==> src/rtl/vec_pkg.sv <==
// Shared types and defaults for the vector packed add/sub sequencer.
package vec_pkg;

    localparam int unsigned VLEN_MAX_DEFAULT = 16;
    localparam int unsigned REG_W_DEFAULT    = 5;
    localparam int unsigned DATA_W           = 32;

    typedef enum logic [1:0] {
        PK_WORD = 2'b00,
        PK_HALF = 2'b01,
        PK_BYTE = 2'b10,
        PK_ILL  = 2'b11
    } pack_mode_e;

    typedef enum logic [1:0] {
        IDLE  = 2'b00,
        RUN   = 2'b01,
        DRAIN = 2'b10,
        FIN   = 2'b11
    } seq_state_e;

endpackage

==> src/rtl/vec_addsub_seq_if.sv <==
// Command, register-file read and write-back signals of the sequencer.
interface vec_addsub_seq_if
    import vec_pkg::*;
#(
    parameter int unsigned IDX_W = $clog2(VLEN_MAX_DEFAULT),
    parameter int unsigned REG_W = REG_W_DEFAULT
);

    logic              cmd_valid;
    logic              cmd_ready;
    logic              cmd_sub;
    logic [1:0]        cmd_pack;
    logic [REG_W-1:0]  cmd_vd;
    logic [REG_W-1:0]  cmd_va;
    logic [REG_W-1:0]  cmd_vb;
    logic [IDX_W:0]    cmd_vl;

    logic              rd_en;
    logic              rd_gnt;
    logic [REG_W-1:0]  rd_reg_a;
    logic [REG_W-1:0]  rd_reg_b;
    logic [IDX_W-1:0]  rd_idx;
    logic [DATA_W-1:0] rd_data_a;
    logic [DATA_W-1:0] rd_data_b;

    logic              wr_en;
    logic [REG_W-1:0]  wr_reg;
    logic [IDX_W-1:0]  wr_idx;
    logic [DATA_W-1:0] wr_data;

    logic              busy;
    logic              done;
    logic              err;

    // Issue stage and register file side
    modport master (
        output cmd_valid, cmd_sub, cmd_pack, cmd_vd, cmd_va, cmd_vb, cmd_vl,
        output rd_gnt, rd_data_a, rd_data_b,
        input  cmd_ready, rd_en, rd_reg_a, rd_reg_b, rd_idx,
        input  wr_en, wr_reg, wr_idx, wr_data, busy, done, err
    );

    // Sequencer side
    modport slave (
        input  cmd_valid, cmd_sub, cmd_pack, cmd_vd, cmd_va, cmd_vb, cmd_vl,
        input  rd_gnt, rd_data_a, rd_data_b,
        output cmd_ready, rd_en, rd_reg_a, rd_reg_b, rd_idx,
        output wr_en, wr_reg, wr_idx, wr_data, busy, done, err
    );

endinterface

==> src/rtl/packed_addsub.sv <==
// Combinational packed add/sub: one 32-bit word, two 16-bit or four 8-bit lanes.
module packed_addsub
    import vec_pkg::*;
(
    input  logic [DATA_W-1:0] a_i,
    input  logic [DATA_W-1:0] b_i,
    input  logic              sub_i,
    input  pack_mode_e        pack_i,
    output logic [DATA_W-1:0] res_o
);

    // Lane-wise arithmetic; each lane wraps on its own, no carry crosses lanes
    always_comb begin
        res_o = '0;
        case (pack_i)
            PK_WORD: begin
                res_o = sub_i ? (a_i - b_i) : (a_i + b_i);
            end
            PK_HALF: begin
                for (int l = 0; l < 2; l++) begin
                    res_o[16*l +: 16] = sub_i ? (a_i[16*l +: 16] - b_i[16*l +: 16])
                                              : (a_i[16*l +: 16] + b_i[16*l +: 16]);
                end
            end
            PK_BYTE: begin
                for (int l = 0; l < 4; l++) begin
                    res_o[8*l +: 8] = sub_i ? (a_i[8*l +: 8] - b_i[8*l +: 8])
                                            : (a_i[8*l +: 8] + b_i[8*l +: 8]);
                end
            end
            default: begin
                res_o = '0;
            end
        endcase
    end

endmodule

==> src/rtl/vec_addsub_seq.sv <==
// Streams VL element pairs from the vector register file through one packed
// add/sub and writes the results back in element order, one element per cycle.
module vec_addsub_seq
    import vec_pkg::*;
#(
    parameter int unsigned VLEN_MAX = VLEN_MAX_DEFAULT,
    parameter int unsigned IDX_W    = $clog2(VLEN_MAX),
    parameter int unsigned REG_W    = REG_W_DEFAULT
)(
    input  logic             clk,
    input  logic             rst_n,
    vec_addsub_seq_if.slave  bus
);

    // Counter is one bit wider than an index so VL == VLEN_MAX never wraps
    localparam int unsigned      CNT_W    = IDX_W + 1;
    localparam logic [CNT_W-1:0] VL_MAX_C = CNT_W'(VLEN_MAX);

    seq_state_e        state_q;
    logic              cmd_ready_q;
    logic              busy_q;
    logic              rd_en_q;
    logic              done_q;
    logic              err_q;
    logic              sub_q;
    pack_mode_e        pack_q;
    logic [REG_W-1:0]  vd_q;
    logic [REG_W-1:0]  va_q;
    logic [REG_W-1:0]  vb_q;
    logic [CNT_W-1:0]  vl_q;
    logic [CNT_W-1:0]  cnt_q;
    logic [CNT_W-1:0]  cnt_d;

    logic              s1_valid_q;
    logic [IDX_W-1:0]  s1_idx_q;
    logic              wr_en_q;
    logic [IDX_W-1:0]  wr_idx_q;
    logic [DATA_W-1:0] wr_data_q;

    pack_mode_e        cmd_pack_c;
    logic [CNT_W-1:0]  cmd_vl_c;
    logic              grant_c;
    logic              last_c;
    logic [DATA_W-1:0] res_c;

    // Command decode, VL clamp and read-grant qualification
    assign cmd_pack_c = pack_mode_e'(bus.cmd_pack);
    assign cmd_vl_c   = (bus.cmd_vl > VL_MAX_C) ? VL_MAX_C : bus.cmd_vl;
    assign grant_c    = (state_q == RUN) && bus.rd_gnt;
    assign cnt_d      = cnt_q + CNT_W'(1);
    assign last_c     = (cnt_d == vl_q);

    // Sequencer FSM with registered handshake, read and status outputs
    always_ff @(posedge clk or negedge rst_n) begin
        if (!rst_n) begin
            state_q     <= IDLE;
            cmd_ready_q <= 1'b1;
            busy_q      <= 1'b0;
            rd_en_q     <= 1'b0;
            done_q      <= 1'b0;
            err_q       <= 1'b0;
            sub_q       <= 1'b0;
            pack_q      <= PK_WORD;
            vd_q        <= '0;
            va_q        <= '0;
            vb_q        <= '0;
            vl_q        <= '0;
            cnt_q       <= '0;
        end else begin
            done_q <= 1'b0;
            err_q  <= 1'b0;
            case (state_q)
                IDLE: begin
                    if (bus.cmd_valid && cmd_ready_q) begin
                        sub_q       <= bus.cmd_sub;
                        pack_q      <= cmd_pack_c;
                        vd_q        <= bus.cmd_vd;
                        va_q        <= bus.cmd_va;
                        vb_q        <= bus.cmd_vb;
                        vl_q        <= cmd_vl_c;
                        cnt_q       <= '0;
                        cmd_ready_q <= 1'b0;
                        busy_q      <= 1'b1;
                        // Empty or illegal commands skip straight to completion
                        if ((cmd_vl_c == '0) || (cmd_pack_c == PK_ILL)) begin
                            state_q <= FIN;
                            done_q  <= 1'b1;
                            err_q   <= (cmd_pack_c == PK_ILL);
                        end else begin
                            state_q <= RUN;
                            rd_en_q <= 1'b1;
                        end
                    end
                end
                RUN: begin
                    if (bus.rd_gnt) begin
                        if (last_c) begin
                            state_q <= DRAIN;
                            rd_en_q <= 1'b0;
                        end else begin
                            cnt_q <= cnt_d;
                        end
                    end
                end
                DRAIN: begin
                    // Stage 2 holds the final write this cycle once stage 1 is empty
                    if (!s1_valid_q) begin
                        state_q <= FIN;
                        done_q  <= 1'b1;
                    end
                end
                FIN: begin
                    state_q     <= IDLE;
                    cmd_ready_q <= 1'b1;
                    busy_q      <= 1'b0;
                end
                default: begin
                    state_q <= IDLE;
                end
            endcase
        end
    end

    // Single packed add/sub between the read stage and the write-back stage
    packed_addsub u_addsub (
        .a_i    (bus.rd_data_a),
        .b_i    (bus.rd_data_b),
        .sub_i  (sub_q),
        .pack_i (pack_q),
        .res_o  (res_c)
    );

    // Two-stage pipeline: grant -> operand return -> registered write-back
    always_ff @(posedge clk or negedge rst_n) begin
        if (!rst_n) begin
            s1_valid_q <= 1'b0;
            s1_idx_q   <= '0;
            wr_en_q    <= 1'b0;
            wr_idx_q   <= '0;
            wr_data_q  <= '0;
        end else begin
            s1_valid_q <= grant_c;
            if (grant_c) begin
                s1_idx_q <= IDX_W'(cnt_q);
            end
            wr_en_q <= s1_valid_q;
            if (s1_valid_q) begin
                wr_idx_q  <= s1_idx_q;
                wr_data_q <= res_c;
            end
        end
    end

    assign bus.cmd_ready = cmd_ready_q;
    assign bus.rd_en     = rd_en_q;
    assign bus.rd_reg_a  = va_q;
    assign bus.rd_reg_b  = vb_q;
    assign bus.rd_idx    = IDX_W'(cnt_q);
    assign bus.wr_en     = wr_en_q;
    assign bus.wr_reg    = vd_q;
    assign bus.wr_idx    = wr_idx_q;
    assign bus.wr_data   = wr_data_q;
    assign bus.busy      = busy_q;
    assign bus.done      = done_q;
    assign bus.err       = err_q;

endmodule

==> src/flat_wrapper.sv <==
// flat-port wrapper written by rule: the top's interface ports become plain ports
module vec_addsub_seq_flat import vec_pkg::*;
#(
    parameter int unsigned VLEN_MAX = VLEN_MAX_DEFAULT,
    parameter int unsigned IDX_W    = $clog2(VLEN_MAX),
    parameter int unsigned REG_W    = REG_W_DEFAULT
)
  (clk, rst_n, bus_cmd_valid, bus_cmd_sub, bus_cmd_pack, bus_cmd_vd, bus_cmd_va, bus_cmd_vb, bus_cmd_vl, bus_rd_gnt, bus_rd_data_a, bus_rd_data_b, bus_cmd_ready, bus_rd_en, bus_rd_reg_a, bus_rd_reg_b, bus_rd_idx, bus_wr_en, bus_wr_reg, bus_wr_idx, bus_wr_data, bus_busy, bus_done, bus_err);
  vec_addsub_seq_if #(.IDX_W(IDX_W), .REG_W(REG_W)) bus_i ();
  input  logic clk;
  input  logic rst_n;
  input wire logic [$bits(bus_i.cmd_valid)-1:0] bus_cmd_valid;
  input wire logic [$bits(bus_i.cmd_sub)-1:0] bus_cmd_sub;
  input wire logic [$bits(bus_i.cmd_pack)-1:0] bus_cmd_pack;
  input wire logic [$bits(bus_i.cmd_vd)-1:0] bus_cmd_vd;
  input wire logic [$bits(bus_i.cmd_va)-1:0] bus_cmd_va;
  input wire logic [$bits(bus_i.cmd_vb)-1:0] bus_cmd_vb;
  input wire logic [$bits(bus_i.cmd_vl)-1:0] bus_cmd_vl;
  input wire logic [$bits(bus_i.rd_gnt)-1:0] bus_rd_gnt;
  input wire logic [$bits(bus_i.rd_data_a)-1:0] bus_rd_data_a;
  input wire logic [$bits(bus_i.rd_data_b)-1:0] bus_rd_data_b;
  output wire logic [$bits(bus_i.cmd_ready)-1:0] bus_cmd_ready;
  output wire logic [$bits(bus_i.rd_en)-1:0] bus_rd_en;
  output wire logic [$bits(bus_i.rd_reg_a)-1:0] bus_rd_reg_a;
  output wire logic [$bits(bus_i.rd_reg_b)-1:0] bus_rd_reg_b;
  output wire logic [$bits(bus_i.rd_idx)-1:0] bus_rd_idx;
  output wire logic [$bits(bus_i.wr_en)-1:0] bus_wr_en;
  output wire logic [$bits(bus_i.wr_reg)-1:0] bus_wr_reg;
  output wire logic [$bits(bus_i.wr_idx)-1:0] bus_wr_idx;
  output wire logic [$bits(bus_i.wr_data)-1:0] bus_wr_data;
  output wire logic [$bits(bus_i.busy)-1:0] bus_busy;
  output wire logic [$bits(bus_i.done)-1:0] bus_done;
  output wire logic [$bits(bus_i.err)-1:0] bus_err;
  assign bus_i.cmd_valid = bus_cmd_valid;
  assign bus_i.cmd_sub = bus_cmd_sub;
  assign bus_i.cmd_pack = bus_cmd_pack;
  assign bus_i.cmd_vd = bus_cmd_vd;
  assign bus_i.cmd_va = bus_cmd_va;
  assign bus_i.cmd_vb = bus_cmd_vb;
  assign bus_i.cmd_vl = bus_cmd_vl;
  assign bus_i.rd_gnt = bus_rd_gnt;
  assign bus_i.rd_data_a = bus_rd_data_a;
  assign bus_i.rd_data_b = bus_rd_data_b;
  assign bus_cmd_ready = bus_i.cmd_ready;
  assign bus_rd_en = bus_i.rd_en;
  assign bus_rd_reg_a = bus_i.rd_reg_a;
  assign bus_rd_reg_b = bus_i.rd_reg_b;
  assign bus_rd_idx = bus_i.rd_idx;
  assign bus_wr_en = bus_i.wr_en;
  assign bus_wr_reg = bus_i.wr_reg;
  assign bus_wr_idx = bus_i.wr_idx;
  assign bus_wr_data = bus_i.wr_data;
  assign bus_busy = bus_i.busy;
  assign bus_done = bus_i.done;
  assign bus_err = bus_i.err;
  vec_addsub_seq #(.VLEN_MAX(VLEN_MAX), .IDX_W(IDX_W), .REG_W(REG_W)) u_core (.clk(clk), .rst_n(rst_n), .bus(bus_i));
endmodule
==> config.mk <==
export PLATFORM = sky130hd
export DESIGN_NAME = vec_addsub_seq_flat
export DESIGN_NICKNAME = d
export VERILOG_FILES = /design/src/rtl/vec_pkg.sv /design/src/rtl/vec_addsub_seq_if.sv /design/src/rtl/packed_addsub.sv /design/src/rtl/vec_addsub_seq.sv /design/src/flat_wrapper.sv
export SDC_FILE = /design/constraint.sdc
export NUM_CORES = 1
export LEC_CHECK = 0
export ABC_AREA = 1
export CORE_MARGIN = 3
export CORE_UTILIZATION = 40
export DETAILED_ROUTE_END_ITERATION = 8
export PLACE_DENSITY = 0.66
export SYNTH_ARGS = -nofsm -noshare
export SYNTH_HDL_FRONTEND = slang
export SYNTH_SLANG_ARGS = --single-unit
==> constraint.sdc <==
create_clock -name clk -period 5.7 [get_ports clk]
set_input_delay 1.14 -clock clk [delete_from_list [all_inputs] [get_ports clk]]
set_output_delay 1.14 -clock clk [all_outputs]
set_load 0.005 [all_outputs]
==> results of run 1 <==
[metrics by stage]
stage	area (um2)	setup WS [ns]	cells	util [%]	hold slack (ns)
after global routing	10440	0.9550	1787	51.28	0.4995
final	10440	1.368	1787	51.28	0.4749
after detailed placement	10150	1.056	1771	49.84	0.4619
after floorplan	8358	2.236	1366	-	0.3519
after global placement	10150	1.081	1771	49.84	0.4524
after CTS	10440	1.410	1787	51.28	0.4774
[layout by cell type (no fill, tap or decap), types with 10 or more instances in the layout]
cell type / instances
o21ai_1: 15
ha_1: 69
o21ai_0: 63
nand3_1: 59
xnor2_1: 10
xor2_1: 52
a21oi_1: 68
nand2_1: 492
o31ai_1: 10
clkdlybuf4s50_1: 150
dfrtp_1: 76
inv_1: 203
nor2_1: 136
[worst max-delay path: cells and delay by family]
kind | cells | cell delay, ns
XOR/XNOR | 1 | 0.15
adder cells (fa/ha/maj) | 2 | 0.59
buffers and inverters | 5 | 0.83
AND/OR/NAND/NOR | 17 | 1.82
[worst max path at each step]
stage                     slack (ns)  cells past startpoint                     end               from
after floorplan                 2.24                     22  u_core.bus.wr_data[31]  bus_rd_data_b[16]
after global placement          1.08                     22  u_core.bus.wr_data[31]   bus_rd_data_b[8]
final                           1.37                     25  u_core.bus.wr_data[22]   bus_rd_data_b[0]
after CTS                       1.41                     25  u_core.bus.wr_data[22]   bus_rd_data_b[0]
after global routing            0.95                     25  u_core.bus.wr_data[22]   bus_rd_data_b[0]
after detailed placement        1.06                     25  u_core.bus.wr_data[22]   bus_rd_data_b[0]
[power groups by stage]
stage | Sequential (mW) | Combinational (mW) | Clock [mW]
final | 0.935 | 3.77 | 0.581
after global routing | 0.961 | 4.24 | 0.615
after global placement | 0.938 | 3.71 | 0
after floorplan | 0.913 | 2.44 | 0
after detailed placement | 0.939 | 3.72 | 0
after CTS | 0.936 | 3.74 | 0.593
[final cells by class]
cell class              count  area [um2]
fillers                  2083        9922
repair buffers            159        1569
clock inverters             5       60.06
flip-flops and latches     77        1928
multi-input cells        1060        5545
inverters                 205       769.5
clock buffers              11       232.7
well taps                 270       337.8
[layer usage]
| metal | vias up | part of all wire (%) | GRT usage [%] |
|---|---|---|---|
| li1 | 4576 | - | - |
| met1 | 4008 | 45 | 33.98 |
| met2 | 332 | 44 | 39.85 |
| met3 | 31 | 9.2 | 6.291 |
| met4 | 0 | 1.5 | 4.941 |
| met5 | - | 0 | 0 |
[cells by family after synthesis]
logic type	count (synthesis)	share of synthesized area [%]
adders and majority gates	73	11.29
and+or+nand+nor	738	35.82
DFF	77	23.07
xor gates and xnor gates	62	6.497
buffers and inverters	229	10.58
AOI/OAI and AO/OA	187	12.74
==> results.sh, run 1 <==
export IMPL_outcome="finished, final reports clean"
export IMPL_grt_max_degree=54
export IMPL_worstPathMaxFanout=5
export IMPL_cts_sinks=77
export IMPL_die_area_mm2=0.02267
export IMPL_drive_gt1_share_pct=3.362
export IMPL_area_growth_pct=24.94
export IMPL_power_leakage_nw=5.536
export IMPL_synth_fp_nets=1530
export IMPL_design_core_area_mm2=0.02036
export IMPL_synth_top_area_share_pct=22.75
export IMPL_port_buffers=151
export IMPL_cp_data_arrival_time_ns=4.57
export IMPL_power_frac_clock_pct=11.0
export IMPL_critPathRequiredTime_ns=5.93
export IMPL_r2r_start="u_core.sub_q"
export IMPL_synth_warnings=0
export IMPL_worstReg2RegEnd="u_core.bus.wr_data[30]"
export IMPL_crit_type="input pin to flip-flop"
export IMPL_worst_setup_path_end_kind="flip-flop"
export IMPL_initial_utilization_pct=41.04
export IMPL_rrSetupSlack_ns=1.86
export IMPL_tightest_slew_ns=1.019
export IMPL_antenna_cells=0
export IMPL_synth_edf_count=0
export IMPL_yosysSeqAreaShare_pct=23.07
export IMPL_clock_fmax_ghz=0.2308
export IMPL_hold_viol_final=0
export IMPL_drt_antenna_violating_nets=0
export IMPL_fp_row_count=52
export IMPL_clk_pin_slew_ns=0.06
export IMPL_cts_hold_buf=0
export IMPL_largest_register_ffs=32
export IMPL_min_path_type="flip-flop to flip-flop"
export IMPL_switchingPower_mw=2.720
export IMPL_r2r_cells=17
export IMPL_finalSetupTns_ns=0
export IMPL_clock_skew_ns=0.009378
export IMPL_cp_slowest_cell="clkdlybuf4s50_1"
export IMPL_ctsRootBufferMaster="clkbuf_16"
export IMPL_cpPeakStageDelay_ns=0.48
export IMPL_holdPathStages=2
export IMPL_routabilityCongestion=0.9907
export IMPL_num_io_pins=152
export IMPL_p_int_mw=2.566
export IMPL_drv_cap=0
export IMPL_vias=8947
export IMPL_synth_seq_cells=77
export IMPL_grt_pass1_wl_um=44330
export IMPL_peakVddDrop_v=0.0002179
export IMPL_netSwitchingFraction_pct=51.46
export IMPL_pwr_share_seq_pct=17.7
export IMPL_setup_violations=0
export IMPL_die_y_um=150.6
export IMPL_drc=0
export IMPL_period_minus_slack_ns=4.332
export IMPL_rsz0062_at_grt="no"
export IMPL_synth_top_cell_by_area="dfrtp_1"
export IMPL_async_flop_share_pct=100.0
export IMPL_die_w_um=150.6
export IMPL_finalWirelength_um=28000
export IMPL_postSynthAreaPerCell_um2=6.119
export IMPL_grt_pass1_vias=8333
export IMPL_avgViaCountPerCell=5.007
export IMPL_p_total_mw=5.286
export IMPL_synthTopCellsByArea="dfrtp_1 (23%), nand2_1 (22%), ha_1 (10%)"
export IMPL_cp_common_cell="nand2_1"
export IMPL_synth_common_cells="nand2_1 (492), inv_1 (203), nor2_1 (136)"
export IMPL_antenna_found_initial=0
export IMPL_ctsResizeCount=0
export IMPL_hpwl_um=22840
export IMPL_cts_buffer_depth=2
export IMPL_worstHoldEndpoint="u_core.bus.rd_reg_a[0]"
export IMPL_track_usage_pct=24.82
export IMPL_fin_crit_sh_pct=76.00
export IMPL_cts_tree="done"
export IMPL_slew_headroom_pct=31.99
export IMPL_dr_pass1_iters=5
export IMPL_nNetsFinal=1676
export IMPL_ys_flop_type="dfrtp_1"
export IMPL_syn_area_mm2=0.008358
export IMPL_crit_path_start_kind="input pin"
export IMPL_netlist_instances=1366
export IMPL_gr_total_overflow=0
export IMPL_routedWlPerCell_um=15.67
export IMPL_post_cts_buffers=0
export IMPL_drv_slew=0
export IMPL_synth_most_common_cell="nand2_1"
export IMPL_cts_htree_levels=3
export IMPL_cts_buffers=9
export IMPL_power_per_cell_area_mw_per_mm2=506.2
export IMPL_drt_iter0_drc=672
export IMPL_pwr_share_comb_pct=71.3
export IMPL_synth_cell_type_count=46
export IMPL_clock_latency_ns=0.35
export IMPL_hold_start="u_core.bus.rd_reg_a[0]"
No activity file was read; power rests on OpenSTA's default activity.
==> inputs of run 2 (changes only) <==
- clock period: 5.7 -> 4.4 ns (I/O delays scaled with it)
==> run 2 against run 1 <==
  * Non-clock buffer count increased by 21
  * Register-to-register slack worse by 0.90 ns
  * Largest power group unchanged
  * Die area stayed put
  * Critical path depth is 1 higher
  * Final cell count is 1.2% higher
  * Sequential power rose by 29%
  * Clock skew is 0.0021 ns lower
  * Wire length rose by 1.7%
  * Global-route usage is 0.30 points higher
  * Hold slack lost 0.0032 ns
  * Clock power rose by 31%
==> results.sh, run 2 (synthesis gave the netlist of run 1 again) <==
export IMPL_crit_path_start_kind="input pin"
export IMPL_cp_data_arrival_time_ns=4.37
export IMPL_tightest_slew_ns=1.030
export IMPL_fp_row_count=52
export IMPL_drt_iter0_drc=581
export IMPL_ctsResizeCount=0
export IMPL_netSwitchingFraction_pct=51.20
export IMPL_drt_antenna_violating_nets=0
export IMPL_period_minus_slack_ns=4.090
export IMPL_cts_buffers=9
export IMPL_power_per_cell_area_mw_per_mm2=656.4
export IMPL_clk_pin_slew_ns=0.06
export IMPL_cts_hold_buf=0
export IMPL_grt_max_degree=78
export IMPL_p_int_mw=3.399
export IMPL_crit_type="input pin to flip-flop"
export IMPL_setup_violations=0
export IMPL_drv_cap=0
export IMPL_hpwl_um=23320
export IMPL_critPathRequiredTime_ns=4.68
export IMPL_cts_tree="done"
export IMPL_layout_commonest_cell="nand2_1"
export IMPL_peakVddDrop_v=0.0003936
export IMPL_final_util_pct=52.10
export IMPL_cpPeakStageDelay_ns=0.44
export IMPL_worstPathMaxFanout=5
export IMPL_pwr_share_comb_pct=71.8
export IMPL_cp_top_family="simple AND/OR/NAND/NOR gates"
export IMPL_p_total_mw=6.964
export IMPL_grt_pass1_vias=8543
export IMPL_finalWirelength_um=28470
export IMPL_cts_htree_levels=3
export IMPL_drc=0
export IMPL_cts_sinks=77
export IMPL_track_usage_pct=25.12
export IMPL_num_io_pins=152
export IMPL_post_cts_buffers=0
export IMPL_routedWlPerCell_um=15.75
export IMPL_final_area_mm2=0.01061
export IMPL_nNetsFinal=1697
export IMPL_clock_fmax_ghz=0.2445
export IMPL_design_core_area_mm2=0.02036
export IMPL_fin_ws_ns=0.3102
export IMPL_die_area_mm2=0.02267
export IMPL_largest_register_ffs=32
export IMPL_antenna_found_initial=0
export IMPL_routabilityCongestion=1.019
export IMPL_fin_crit_sh_pct=92.95
export IMPL_clock_skew_ns=0.007243
export IMPL_path_buf_inv=4
export IMPL_cts_buffer_depth=2
export IMPL_cp_common_cell="nand2_1"
export IMPL_worst_setup_path_end_kind="flip-flop"
export IMPL_power_frac_clock_pct=10.9
export IMPL_dr_pass1_iters=5
export IMPL_drive_gt1_share_pct=4.941
export IMPL_ctsRootBufferMaster="clkbuf_16"
export IMPL_place_area_mm2=0.01031
export IMPL_cp_slowest_cell="clkdlybuf4s50_1"
export IMPL_die_w_um=150.6
export IMPL_rsz0062_at_grt="no"
export IMPL_slew_headroom_pct=31.33
export IMPL_antenna_cells=0
export IMPL_place_ws_ns=-0.04003
export IMPL_pwr_share_seq_pct=17.3
export IMPL_avgViaCountPerCell=5.019
export IMPL_hold_viol_final=0
export IMPL_grt_pass1_wl_um=44410
export IMPL_drv_slew=0
export IMPL_outcome="finished, final reports clean"
export IMPL_area_growth_pct=26.95
export IMPL_vias=9075
export IMPL_clock_latency_ns=0.35
export IMPL_gr_total_overflow=0
export IMPL_switchingPower_mw=3.565
export IMPL_min_path_type="flip-flop to flip-flop"
export IMPL_die_y_um=150.6
export IMPL_final_cell_mix="nand2_1 (492), inv_1 (203), clkdlybuf4s50_1 (150), nor2_1 (135), dfrtp_1 (76)"
export IMPL_port_buffers=151
export IMPL_power_leakage_nw=5.647
export IMPL_initial_utilization_pct=41.04
run 2: metrics by stage:
step                      hold slack, ns  TNS (ns)  cells
after floorplan                   0.3519         0   1366
after global placement            0.4522         0   1792
after detailed placement          0.4621  -0.04008   1792
after CTS                         0.4784         0   1808
after global routing              0.4870         0   1808
final                             0.4717         0   1808
run 2: area by class of cell:
class | instances | area, um2
timing repair buffer | 180 | 1727
tap | 270 | 337.8
multi-input combinational | 1060 | 5552
clock inverter | 7 | 71.32
sequential | 77 | 1928
fill | 2093 | 9754
inverter | 205 | 769.5
clock buffer | 9 | 225.2
run 2: layer usage:
| layer | GRT usage (%) | routed length [um] | vias up |
|---|---|---|---|
| met3 | 5.930 | 2396 | 33 |
| met2 | 40.50 | 12800 | 316 |
| met1 | 33.93 | 12780 | 4117 |
| met5 | 0 | 0 | - |
| met4 | 6.404 | 502 | 0 |
| li1 | - | - | 4609 |
run 2: final timing paths:
path / startpoint / end / slack, ns / cells past startpoint
hold reg to reg: u_core.bus.rd_reg_a[4] / u_core.bus.rd_reg_a[4] / 0.47 / 2
hold / removal: u_core.bus.rd_reg_a[4] / u_core.bus.rd_reg_a[4] / 0.47 / 2
min in group asynchronous: rst_n / u_core.bus.rd_reg_a[3] / 0.70 / 1
setup / recovery: bus_rd_data_b[0] / u_core.bus.wr_data[29] / 0.31 / 26
setup reg to reg: u_core.sub_q / u_core.bus.wr_data[29] / 0.96 / 21
max in group asynchronous: rst_n / u_core.sub_q / 3.02 / 1
run 2: worst reg2reg max path: cells and delay by family (launching register included):
family / cells / cell delay [ns]
AND/OR/NAND/NOR: 10 / 0.96
XOR/XNOR: 1 / 0.14
buffers and inverters: 4 / 0.70
flip-flops: 1 / 0.33
adder cells (fa/ha/maj): 1 / 0.38
AO/OA/AOI/OAI: 5 / 0.89
run 2: power groups by stage:
stage	registers (mW)	clock network (mW)	logic, mW
3_5_place_dp	1.21	0	4.93
4_1_cts	1.21	0.785	4.97
5_1_grt	1.24	0.813	5.60
3_3_place_gp	1.21	0	4.91
6_report	1.21	0.761	5.00
2_1_floorplan	1.18	0	3.16
